## src/rtl/bin2bcd_seq.sv

```systemverilog
// Sequential binary-to-BCD converter (double dabble, one bit per clock) with a
// start/busy/done handshake; the bcd/ovf outputs only change on the done cycle.
module bin2bcd_seq #(
  parameter int BIN_W = 27
) (
  input  logic             clk,
  input  logic             rst,
  input  logic             start,
  input  logic [BIN_W-1:0] bin,
  output logic             busy,
  output logic             done,
  output logic [31:0]      bcd,
  output logic             ovf
);

  localparam logic [1:0] S_IDLE   = 2'd0;
  localparam logic [1:0] S_SHIFT  = 2'd1;
  localparam logic [1:0] S_FINISH = 2'd2;

  localparam logic [BIN_W-1:0] MAX_VAL  = BIN_W'(99_999_999);
  localparam logic [4:0]       LAST_CNT = 5'(BIN_W - 1);

  logic [1:0]       state_q, state_d;
  logic [BIN_W-1:0] sr_q, sr_d;
  logic [31:0]      acc_q, acc_d;
  logic [4:0]       cnt_q, cnt_d;
  logic             ovf_flag_q, ovf_flag_d;
  logic [31:0]      bcd_q, bcd_d;
  logic             ovf_q, ovf_d;
  logic             done_q, done_d;
  logic [31:0]      acc_adj;

  // Per-nibble add-3 correction; nibbles are independent, no carry between them.
  generate
    for (genvar gi = 0; gi < 8; gi++) begin : g_adj
      assign acc_adj[4*gi +: 4] = (acc_q[4*gi +: 4] >= 4'd5) ? acc_q[4*gi +: 4] + 4'd3
                                                             : acc_q[4*gi +: 4];
    end
  endgenerate

  always_comb begin
    state_d    = state_q;
    sr_d       = sr_q;
    acc_d      = acc_q;
    cnt_d      = cnt_q;
    ovf_flag_d = ovf_flag_q;
    bcd_d      = bcd_q;
    ovf_d      = ovf_q;
    done_d     = 1'b0;
    case (state_q)
      S_IDLE: begin
        if (start) begin
          sr_d       = bin;
          acc_d      = 32'd0;
          cnt_d      = 5'd0;
          ovf_flag_d = (bin > MAX_VAL);
          state_d    = S_SHIFT;
        end
      end
      S_SHIFT: begin
        {acc_d, sr_d} = {acc_adj[30:0], sr_q, 1'b0};
        cnt_d         = cnt_q + 5'd1;
        if (cnt_q == LAST_CNT) begin
          state_d = S_FINISH;
        end
      end
      S_FINISH: begin
        // Overflowed inputs still ran the full conversion; only the result is replaced.
        bcd_d   = ovf_flag_q ? 32'h9999_9999 : acc_q;
        ovf_d   = ovf_flag_q;
        done_d  = 1'b1;
        state_d = S_IDLE;
      end
      default: state_d = S_IDLE;
    endcase
  end

  always_ff @(posedge clk or posedge rst) begin
    if (rst) begin
      state_q    <= S_IDLE;
      sr_q       <= '0;
      acc_q      <= 32'd0;
      cnt_q      <= 5'd0;
      ovf_flag_q <= 1'b0;
      bcd_q      <= 32'd0;
      ovf_q      <= 1'b0;
      done_q     <= 1'b0;
    end else begin
      state_q    <= state_d;
      sr_q       <= sr_d;
      acc_q      <= acc_d;
      cnt_q      <= cnt_d;
      ovf_flag_q <= ovf_flag_d;
      bcd_q      <= bcd_d;
      ovf_q      <= ovf_d;
      done_q     <= done_d;
    end
  end

  assign busy = (state_q != S_IDLE);
  assign done = done_q;
  assign bcd  = bcd_q;
  assign ovf  = ovf_q;

endmodule

```

## config.mk

```make
export PLATFORM = sky130hd
export DESIGN_NAME = bin2bcd_seq
export DESIGN_NICKNAME = d
export VERILOG_FILES = /design/src/rtl/bin2bcd_seq.sv
export SDC_FILE = /design/constraint.sdc
export NUM_CORES = 1
export LEC_CHECK = 0
export BUFFER_PORTS_ARGS = -buffer_cell sky130_fd_sc_hd__clkbuf_2
export CAP_MARGIN = 20
export CORE_UTILIZATION = 52
export CTS_CLUSTER_SIZE = 8
export DETAILED_ROUTE_END_ITERATION = 16
export PLACE_DENSITY = 0.8
export SYNTH_ARGS = -nofsm -noshare
export SYNTH_HDL_FRONTEND = slang
export SYNTH_SLANG_ARGS = --single-unit
```

## constraint.sdc

```tcl
create_clock -name clk -period 2.6 [get_ports clk]
set_input_delay 0.26 -clock clk [delete_from_list [all_inputs] [get_ports clk]]
set_output_delay 0.26 -clock clk [all_outputs]
set_load 0.01 [all_outputs]
```

==> results.yml <==
final_layout:
  layout-drive-gt1-share_pct: 19.2
  finalNetCount: 571
  final_core_util_pct: 60.6
  nFillCells: 765
  layout_common_cells: "101 x dfrtp_1, 79 x nand2_1, 64 x clkbuf_2"
  diodes: 0
  layout_commonest_cell: "dfrtp_1"
  area_delta_synth_final_pct: 13.0
power_and_ir_drop:
  p_sw_share_pct: 40.1
  p_switching_w: 0.00243
  seqPwrFrac_pct: 42.0
  combPwrFrac_pct: 43.3
  p_int_w: 0.00363
  power_density_nw_per_um2: 1150
  ir_drop_uv: 592
  clkPwrFrac_pct: 14.7
  leakagePower_nw: 2.54
detailed_routing:
  routedWlPerCell_microns: 15.0
  wl_microns: 9520
  viasPerCell: 5.65
  drt-initial-drc-count: 144
  dr.pass1.iters: 4
  drtAntennaViolNets: 0
  drcViolationCount: 0
  vias: 3586
clock_network:
  htree_levels: 3
  cts_tree: "done"
  cts_buffers: 9
  cts_setup_buffers: 0
  cts_root_buf: "clkbuf_8"
  clockBufferDepth: 2
  clock_latency_ps: 360
  path_clk_slew_ps: 90
  cts_sinks: 101
worst_setup_path:
  crit_start: "state_q[1]$_DFFE_PP0P_"
  reg2reg_depth: 4
  crit_buf_inv: 0
  cp-end-kind: "register"
  path_cells: "or3b_1 > nand2_4 > o31ai_1 > a32o_1"
  r2r_start: "state_q[1]$_DFFE_PP0P_"
  cp_top_family: "simple AND/OR/NAND/NOR gates"
  cpMaxStageDelayCell: "or3b_1"
  cp_data_arrival_time_ps: 2180
  slowest_delay_ps: 620
  cp.depth: 4
  path_class: "register to register"
  cp.required_ps: 2850
  startpoint_type: "register"
  cp_max_fo: 31
logic_synthesis:
  seq_area_frac_synth_pct: 54.3
  synth_area_sq_um: 4660
  synth_area_leaders: "dfrtp_1 54%, nand2_1 6.4%, ha_1 4.8%, o21ai_0 4.3%, a22oi_1 2.9%"
  synth_top_area_share_pct: 54.3
  synth.distinct_cells: 37
  yosysWarnings: 0
  postSynthCellCount: 466
  ys_ff_latch: 101
  synth_area_leader_cell: "dfrtp_1"
  syn_nets: 514
  syn_avg_cell_area_sq_um: 9.99
worst_hold_path:
  hold_class: "input port to register"
  whs_path_depth: 3
  min-delay-start: "bin[0]"
timing:
  tightest_slew_ps: 731
  fin_skew_ps: 9.79
  finalSetupViolCount: 0
  post-route-min-period_ps: 1930
  slew_viol_final: 0
  finalCritPeriodShare_pct: 74.3
  finalSetupTns_ps: 0
  slew_headroom_pct: 51.3
  fmax_ghz: 0.518
  rsz0062_at_grt: "no"
  timing.final.hold_violations: 0
global_route:
  antenna_found_initial: 0
  grt_usage_pct: 21.4
  overflow: 0
  grt_max_degree: 56
  grt_pass1_wl_microns: 16400
  grt_pass1_vias: 3553
floorplanning:
  die_y_microns: 96.6
  coreArea_sq_um: 8680
  fp.dieW_microns: 96.6
  rows: 34
  start_util_pct: 53.7
  ios: 65
  dieArea_sq_um: 9340
placement:
  io_buffers: 64
  gp_congestion: 0.842
  hpwl_microns: 6380
outcome:
  run_status: "finished, final reports clean"
job:
  drv_cap: 0
[final timing paths]
path | to | slack [ps]
setup / recovery | acc_q[27]$_DFFE_PP0P_ | 670
hold / removal | sr_q[0]$_DFFE_PP0P_ | 100
setup reg to reg | acc_q[27]$_DFFE_PP0P_ | 670
min in group asynchronous | sr_q[9]$_DFFE_PP0P_ | 410
hold reg to reg | sr_q[7]$_DFFE_PP0P_ | 480
max in group asynchronous | acc_q[0]$_DFFE_PP0P_ | 1460
[worst register-to-register path: cells and delay by family, from the launching register on]
kind,cells,cell delay [ps]
and+or+nand+nor,2,1010
DFF,1,450
AOI/OAI and AO/OA,2,360
[metrics by stage]
step                      hold slack, ps  cells  area (sq um)  total power (W)  setup WS (ps)
after floorplan                      365    466          4660          0.00453           1080
after global placement               241    619          5090          0.00501            730
after detailed placement             245    619          5090          0.00518            686
after CTS                           95.4    635          5260          0.00608            679
after global routing                 108    635          5260          0.00653            533
final                                102    635          5260          0.00606            668
[cells in the mapped netlist]
library cell / count
nor2_1: 34
or3b_1: 1
o22ai_1: 18
or4_1: 1
ha_1: 18
xor2_1: 6
nor4_1: 1
nor2_2: 1
clkbuf_1: 13
buf_6: 1
and3_1: 2
a21oi_1: 11
and2_1: 1
nand2_4: 1
a32o_1: 8
o31ai_1: 17
o21ai_1: 2
mux2_2: 6
or2_2: 1
buf_2: 9
xnor2_1: 8
nand4_1: 3
inv_1: 19
buf_1: 6
o32ai_1: 5
and4b_1: 1
o21ai_0: 40
dfrtp_1: 101
nor2b_1: 1
nand3_1: 5
nor3b_1: 3
nand2b_1: 18
a22o_1: 3
mux2i_1: 3
a221o_1: 1
a22oi_1: 18
nand2_1: 79
[logic make-up (layout without fill, tap and decap cells)]
kind of cell | after synthesis | in the layout | synth area share, %
AOI/OAI and AO/OA | 123 | 123 | 17.2
xor gates and xnor gates | 14 | 14 | 2.63
buffers and inverters | 48 | 109 | 4.27
adders and majority gates | 18 | 18 | 4.84
DFF | 101 | 101 | 54.3
muxes | 9 | 9 | 2.10
and+or+nand+nor | 153 | 153 | 14.7
[power by group through the flow]
stage | Clock, W | Sequential, W | Combinational, W
after floorplan | 0 | 0.00249 | 0.00203
after global placement | 0 | 0.00254 | 0.00248
after detailed placement | 0 | 0.00257 | 0.00262
after CTS | 0.000907 | 0.00254 | 0.00264
after global routing | 0.000967 | 0.00261 | 0.00296
final | 0.000888 | 0.00255 | 0.00262
[per-layer routing]
metal	GRT usage, %	vias to the layer above	part of all wire [%]
met4	6.08	0	1.2
li1	-	1728	-
met5	0	-	0
met3	4.55	10	3.9
met1	28.1	1774	46
met2	35.9	74	49
[registers in the layout (all words and copies together), names as in the netlist]
register / count
acc_q: 32
bcd: 32
sr_q: 27
cnt_q: 5
state_q: 2
done: 1
ovf: 1
ovf_flag_q: 1
[timing repair]
item	4_1_cts	5_1_grt
endpoints found under the setup margin	0	0
gates resized for setup	0	0
hold endpoints to repair	13	0
hold buffers	1	0
[layout make-up]
cell class	instances	area, sq um	area share, %
clock inverters	4	25.0	0.476
flip-flops and latches	101	2530	48.0
clock buffers	11	141	2.69
well taps	108	135	2.57
repair buffers	75	418	7.94
multi-input cells	317	1940	36.9
inverters	19	75.1	1.43
(Power assumes the default switching activity.)
